## src/rtl/operand_entry_pkg.sv

```systemverilog
// Shared constants, state encoding and echo helper for the operand_entry keypad front end.
//   Key codes : 0-9 digits, KEY_MINUS, KEY_ENTER, KEY_CLEAR (4'hD-F unused).
//   Digits    : DIGIT_BLANK / DIGIT_MINUS / DIGIT_ERR glyph codes for the echo display.
package operand_entry_pkg;

  localparam int unsigned KEY_W = 4;
  localparam int unsigned MAG_W = 4;
  localparam int unsigned ACC_W = 8;
  localparam int unsigned SUM_W = 12;

  localparam logic [KEY_W-1:0] KEY_DIGIT_MAX = 4'h9;
  localparam logic [KEY_W-1:0] KEY_MINUS     = 4'hA;
  localparam logic [KEY_W-1:0] KEY_ENTER     = 4'hB;
  localparam logic [KEY_W-1:0] KEY_CLEAR     = 4'hC;

  localparam logic [ACC_W-1:0] MAX_MAG = 8'd15;

  localparam logic [3:0] DIGIT_BLANK = 4'hF;
  localparam logic [3:0] DIGIT_MINUS = 4'hA;
  localparam logic [3:0] DIGIT_ERR   = 4'hE;

  typedef enum logic [1:0] {
    ENTER_X = 2'd0,
    ENTER_Y = 2'd1,
    DONE    = 2'd2,
    ERROR   = 2'd3
  } entryState_t;

  // Split a 0-15 magnitude into {tens, ones} with a blanked leading zero.
  function automatic logic [7:0] echoPair(input logic [MAG_W-1:0] mag);
    if (mag >= 4'd10) begin
      return {4'd1, 4'(mag - 4'd10)};
    end
    return {DIGIT_BLANK, mag};
  endfunction

endpackage

```

## src/rtl/operand_entry_accumulator.sv

```systemverilog
// decimal_accumulator: 8-bit decimal accumulator, acc <= acc*10 + digit.
//   clk, rst_n     : clock, async active-low reset (acc -> 0)
//   clr            : synchronous clear, wins over digitEn
//   digitEn, digit : append one decimal digit
//   acc            : registered accumulator value
//   overflow_c     : acc*10 + digit would exceed MAX_MAG
module decimal_accumulator
  import operand_entry_pkg::*;
(
  input  logic             clk,
  input  logic             rst_n,
  input  logic             clr,
  input  logic             digitEn,
  input  logic [KEY_W-1:0] digit,
  output logic [ACC_W-1:0] acc,
  output logic             overflow_c
);

  logic [SUM_W-1:0] sum;
  logic [ACC_W-1:0] accNext;

  // Wide enough that a stored value up to 159 cannot wrap during the compare.
  assign sum        = SUM_W'(acc) * SUM_W'(10) + SUM_W'(digit);
  assign overflow_c = sum > SUM_W'(MAX_MAG);

  always_comb begin
    accNext = acc;
    if (clr) begin
      accNext = '0;
    end else if (digitEn) begin
      accNext = ACC_W'(sum);
    end
  end

  always_ff @(posedge clk or negedge rst_n) begin
    if (!rst_n) begin
      acc <= '0;
    end else begin
      acc <= accNext;
    end
  end

endmodule

```

## src/rtl/operand_entry.sv

```systemverilog
// operand_entry: keypad front end that accumulates sign-magnitude operands X then Y
// in decimal and presents them with a valid/ready handshake.
//   clk, rst_n           : clock, async active-low reset
//   key_valid, key_code  : one key per cycle, always accepted
//   op_valid, op_ready   : operand pair handshake
//   signX/operandX, signY/operandY : captured operands (1 = negative)
//   err                  : magnitude overflow during the current entry
//   d1..d6               : echo digits, present only when OPERAND_ENTRY_ECHO_EN is defined
module operand_entry
  import operand_entry_pkg::*;
(
  input  logic             clk,
  input  logic             rst_n,
  input  logic             key_valid,
  input  logic [KEY_W-1:0] key_code,
  output logic             op_valid,
  input  logic             op_ready,
  output logic             signX,
  output logic             signY,
  output logic [MAG_W-1:0] operandX,
  output logic [MAG_W-1:0] operandY,
  output logic             err
`ifdef OPERAND_ENTRY_ECHO_EN
  ,
  output logic [3:0]       d1,
  output logic [3:0]       d2,
  output logic [3:0]       d3,
  output logic [3:0]       d4,
  output logic [3:0]       d5,
  output logic [3:0]       d6
`endif
);

  entryState_t      state, stateNext;
  logic             pendSign, pendSignNext;
  logic             signXNext, signYNext;
  logic [MAG_W-1:0] operandXNext, operandYNext;
  logic             opValidNext, errNext;
  logic             accClr, accLoad;
  logic [ACC_W-1:0] acc;
  logic             overflow_c;
  logic             capSign;
  logic [MAG_W-1:0] capMag;

  decimal_accumulator uAcc (
    .clk        (clk),
    .rst_n      (rst_n),
    .clr        (accClr),
    .digitEn    (accLoad),
    .digit      (key_code),
    .acc        (acc),
    .overflow_c (overflow_c)
  );

  // State register.
  always_ff @(posedge clk or negedge rst_n) begin
    if (!rst_n) begin
      state <= ENTER_X;
    end else begin
      state <= stateNext;
    end
  end

  // Next-state and next-output logic.
  always_comb begin
    stateNext    = state;
    pendSignNext = pendSign;
    signXNext    = signX;
    signYNext    = signY;
    operandXNext = operandX;
    operandYNext = operandY;
    opValidNext  = op_valid;
    errNext      = err;
    accClr       = 1'b0;
    accLoad      = 1'b0;
    // A zero magnitude is always captured as positive.
    capSign      = pendSign && (acc != '0);
    capMag       = MAG_W'(acc);

    if (key_valid && (key_code == KEY_CLEAR)) begin
      stateNext    = ENTER_X;
      pendSignNext = 1'b0;
      opValidNext  = 1'b0;
      errNext      = 1'b0;
      accClr       = 1'b1;
    end else begin
      unique case (state)
        ENTER_X, ENTER_Y: begin
          if (key_valid) begin
            if (key_code <= KEY_DIGIT_MAX) begin
              accLoad = 1'b1;
              if (overflow_c) begin
                stateNext = ERROR;
                errNext   = 1'b1;
              end
            end else if (key_code == KEY_MINUS) begin
              pendSignNext = ~pendSign;
            end else if (key_code == KEY_ENTER) begin
              accClr       = 1'b1;
              pendSignNext = 1'b0;
              if (state == ENTER_X) begin
                signXNext    = capSign;
                operandXNext = capMag;
                stateNext    = ENTER_Y;
              end else begin
                signYNext    = capSign;
                operandYNext = capMag;
                opValidNext  = 1'b1;
                stateNext    = DONE;
              end
            end
          end
        end
        DONE: begin
          // Keys other than clear are dropped, including one arriving with op_ready.
          if (op_ready) begin
            opValidNext = 1'b0;
            stateNext   = ENTER_X;
          end
        end
        ERROR: begin
          stateNext = ERROR;
        end
        default: begin
          stateNext = ENTER_X;
        end
      endcase
    end
  end

  // Registered operand and status outputs.
  always_ff @(posedge clk or negedge rst_n) begin
    if (!rst_n) begin
      pendSign <= 1'b0;
      signX    <= 1'b0;
      signY    <= 1'b0;
      operandX <= '0;
      operandY <= '0;
      op_valid <= 1'b0;
      err      <= 1'b0;
    end else begin
      pendSign <= pendSignNext;
      signX    <= signXNext;
      signY    <= signYNext;
      operandX <= operandXNext;
      operandY <= operandYNext;
      op_valid <= opValidNext;
      err      <= errNext;
    end
  end

`ifdef OPERAND_ENTRY_ECHO_EN
  logic [MAG_W-1:0] liveMag;
  logic             showSignX, showSignY;
  logic [MAG_W-1:0] showMagX, showMagY;
  logic [7:0]       pairX, pairY;
  logic [3:0]       d1Next, d2Next, d3Next, d4Next, d5Next, d6Next;

  // Post-edge accumulator value. A digit that does not overflow can only follow
  // acc 0 or 1, so the live value is either the digit or ten plus the digit.
  always_comb begin
    liveMag = MAG_W'(acc);
    if (accClr) begin
      liveMag = '0;
    end else if (accLoad) begin
      liveMag = (acc == ACC_W'(1)) ? MAG_W'(4'd10 + key_code) : key_code;
    end
  end

  // Echo digits: live entry for the operand being keyed, captured value otherwise.
  always_comb begin
    showSignX = (stateNext == ENTER_X) ? pendSignNext : signXNext;
    showMagX  = (stateNext == ENTER_X) ? liveMag      : operandXNext;
    showSignY = (stateNext == ENTER_Y) ? pendSignNext : signYNext;
    showMagY  = (stateNext == ENTER_Y) ? liveMag      : operandYNext;
    pairX     = echoPair(showMagX);
    pairY     = echoPair(showMagY);
    d1Next    = showSignX ? DIGIT_MINUS : DIGIT_BLANK;
    d2Next    = pairX[7:4];
    d3Next    = pairX[3:0];
    d4Next    = showSignY ? DIGIT_MINUS : DIGIT_BLANK;
    d5Next    = pairY[7:4];
    d6Next    = pairY[3:0];
    if (stateNext == ERROR) begin
      d1Next = DIGIT_ERR;
      d2Next = DIGIT_ERR;
      d3Next = DIGIT_ERR;
      d4Next = DIGIT_ERR;
      d5Next = DIGIT_ERR;
      d6Next = DIGIT_ERR;
    end
  end

  // Echo digit registers.
  always_ff @(posedge clk or negedge rst_n) begin
    if (!rst_n) begin
      d1 <= DIGIT_BLANK;
      d2 <= DIGIT_BLANK;
      d3 <= DIGIT_BLANK;
      d4 <= DIGIT_BLANK;
      d5 <= DIGIT_BLANK;
      d6 <= DIGIT_BLANK;
    end else begin
      d1 <= d1Next;
      d2 <= d2Next;
      d3 <= d3Next;
      d4 <= d4Next;
      d5 <= d5Next;
      d6 <= d6Next;
    end
  end
`endif

endmodule

```

## config.mk

```make
export PLATFORM = sky130hd
export DESIGN_NAME = operand_entry
export DESIGN_NICKNAME = d
export VERILOG_FILES = /design/src/rtl/operand_entry_pkg.sv /design/src/rtl/operand_entry_accumulator.sv /design/src/rtl/operand_entry.sv
export SDC_FILE = /design/constraint.sdc
export NUM_CORES = 1
export LEC_CHECK = 0
export BUFFER_PORTS_ARGS = -buffer_cell sky130_fd_sc_hd__buf_2
export CAP_MARGIN = 0
export CORE_MARGIN = 1.5
export CORE_UTILIZATION = 30
export DETAILED_ROUTE_END_ITERATION = 7
export PLACE_DENSITY = 0.44
export SYNTH_ARGS = -nofsm -noshare
export SYNTH_HDL_FRONTEND = slang
export SYNTH_SLANG_ARGS = --single-unit
```

## constraint.sdc

```tcl
create_clock -name clk -period 2.97 [get_ports clk]
set_input_delay 0 -clock clk [delete_from_list [all_inputs] [get_ports clk]]
set_output_delay 0 -clock clk [all_outputs]
set_load 0.03 [all_outputs]
```

==> metrics.txt <==
Hold Path Sink op_valid; via/cell ratio 5.108; Bufs on Longest Clock Path 2; CTS tree done; clock sink total 23; slowest cell on the critical path fa_1; Worst-Skew Late Latency 0.26 ns; Synth Area in Compound Gates 17.64%; adder-cell area share of the yosys netlist 14.21%; Top FF cell, synth dfrtp_1; Max-Cap Viols 0; Avg WL per Cell 15.65 um; Post-synth EDFFs 0; Worst Setup Path Type reg2reg; n_diodes 0; CP max FO 6; Setup crit start uAcc.acc[2]; FF+latch count, synth 23; Post-Syn Area 1603 sq um; mux contribution to synthesized area 7.650%; hold_buf cts 1; first-pass detailed-route iteration total 4; DR vias 1282; FILL cells 575; Hold WC Path Type in2reg; CTS Buf Count 3; most frequent cells in the layout dfrtp_1 (23), buf_2 (19), ha_1 (15), o21ai_0 (12), nand2_1 (11); input/output buffers 19; DIE WIDTH 76.10 um; hold path depth 4; WP data arrival 2.93 ns; Global Route Usage Sum 14.60%; # resized after CTS 0; fmax 358.1 MHz; Final Skew 0.002343 ns; worst hold slack 0.02018 ns; Worst Path Required 3.11 ns; Fin. Hold Viols 0; Setup violations, final 0; Die Span Y 76.10 um; RR Startpoint uAcc.acc[2]; post-CTS setup repair buffer count 0; I/O Pins 20; initial core utilization 31.18%; R2R setup slack 0.18 ns; commonest non-fill, non-tap cell in the layout dfrtp_1; Remaining DRCs 0; 1st-iter DRT viols 60; worst-margin pin slew 0.5640 ns; WP buf/inv 1; Slew Limit Fails 0; Worst slew margin 62.40%; vias in the first global route 1363; cell count after synthesis 158; largest cells by area after synthesis dfrtp_1 (36%), ha_1 (12%), mux2_2 (7.0%), o21ai_0 (3.7%), a21oi_1 (2.8%); Period minus WS final 2.792 ns; ANT nets after route 0; crit end category flop; multi-input logic area 984.7 sq um; Seq/Total Area, Yosys 35.91%; largest net degree at the start of global routing 24; core area 5140 sq um; Top Family by Delay on Critical Path adder cells; setup tns final 0 ns; Nets 207; xor and xnor area share after synthesis 5.230%; slowest stage delay, CP 0.61 ns; die area 5790 sq um; CTS H-tree lvls 1; startpoint types flop; Synth async-reset ratio 100.0%; Synthesized Nets 183; GPL Wtd Cong 0.8077; first-pass GRT wire length 6.755 mm; crit share post-route 94.02%; largest family of logic cells by synthesized area compound AO/OA/AOI/OAI gates; Row Count 26; Syn Area/Cell 10.14 sq um; simple-gate portion of the synthesized area 16.71%; dpl hpwl 2.965 mm; share of layout cells above drive strength 1 23.20%; RSZ-0062 raised after global routing no; YS warnings 0; initial antenna violation count 0; Synth top area share 35.91%; clock slew at reported path FFs 0.08 ns; grt ovf 0; power per cell area 1057 nW/um^2; reg2reg end err; worst path cell trace ha_1, inv_1, fa_1, nor3b_1, nand2_2, a2111oi_4, o2111ai_2, a21oi_2, o22ai_1; Max IR drop VDD 0.0002745 V; Final Util 35.95%; Yosys top cell by area dfrtp_1; Worst Hold Launch op_ready; area grow syn2layout 15.30%; Leakage 0.0009117 uW; clk root buf clkbuf_8; FF+latch area 575.6 sq um; Unique masters post-synth 44; cells on worst reg2reg path 9; outcome finished clean; Post-Route WL 3.927 mm
-- report_power, final --
group	switching [uW]	internal, uW
clock network	102	93.7
logic	680	553
registers	107	418
-- layout make-up --
cell class	count	share of cell area (%)
Clock inverter	1	0.2708
Multi-Input combinational cell	124	53.28
Tap cell	70	4.739
Sequential cell	23	31.14
Timing Repair Buffer	23	6.906
Inverter	7	1.422
Clock buffer	3	2.234
-- registers in the layout, indices dropped and copies added, names as in the netlist --
| register | flops |
|---|---|
| signY | 1 |
| operandY | 4 |
| pendSign | 1 |
| signX | 1 |
| err | 1 |
| op_valid | 1 |
| operandX | 4 |
| state | 2 |
| uAcc.acc | 8 |
-- worst max-delay path by stage --
stage / end / cells after the start
floorplan: err / 10
CTS: err / 10
detailed placement: err / 10
global placement: err / 10
finish: err / 9
global route: err / 10
-- per-stage QoR --
stage	setup WS, ns	cells	area (sq um)	total power (uW)
after CTS	0.1659	251	1848	1969
after floorplan	0.3302	158	1603	1458
after global placement	0.2380	246	1792	1740
final	0.1776	251	1848	1954
after global routing	0.03356	251	1848	2133
after detailed placement	0.1826	246	1792	1757
-- synthesized netlist by cell type (all sizes together) (2+ instances only) --
master / instances
clkbuf: 3
nor3b: 2
nand3: 3
a21oi: 10
nor2b: 3
and3: 3
nor4: 2
a22o: 4
nor4b: 2
fa: 2
ha: 15
o21ai: 12
a21o: 4
xnor2: 2
nand2: 12
nor3: 3
a211oi: 2
dfrtp: 23
o22ai: 2
nand2b: 2
nand4: 2
inv: 7
mux2: 10
xor2: 4
nor2: 8
-- kinds of logic after synthesis --
| logic type | after synthesis |
|---|---|
| simple gates | 49 |
| fa+ha+maj | 17 |
| compound gates | 40 |
| xor+xnor | 7 |
| flops | 23 |
| buf+inv | 11 |
| mux | 11 |
-- per-layer routing --
layer  global-route usage, %  wire length (um)  vias up
met2                   24.95              1948       20
met4                   2.778                19        0
li1                        -                 -      625
met1                   19.52              1840      635
met3                   2.515               118        2
met5                       0                 0        -
-- worst register-to-register path, delay by kind of cell, from the launching register on --
kind	cells	cell delay, ns
adders and majority gates	2	0.95
AOI/OAI and AO/OA	4	0.73
DFF	1	0.46
and+or+nand+nor	2	0.45
buffers and inverters	1	0.06
(Power assumes the default switching activity.)
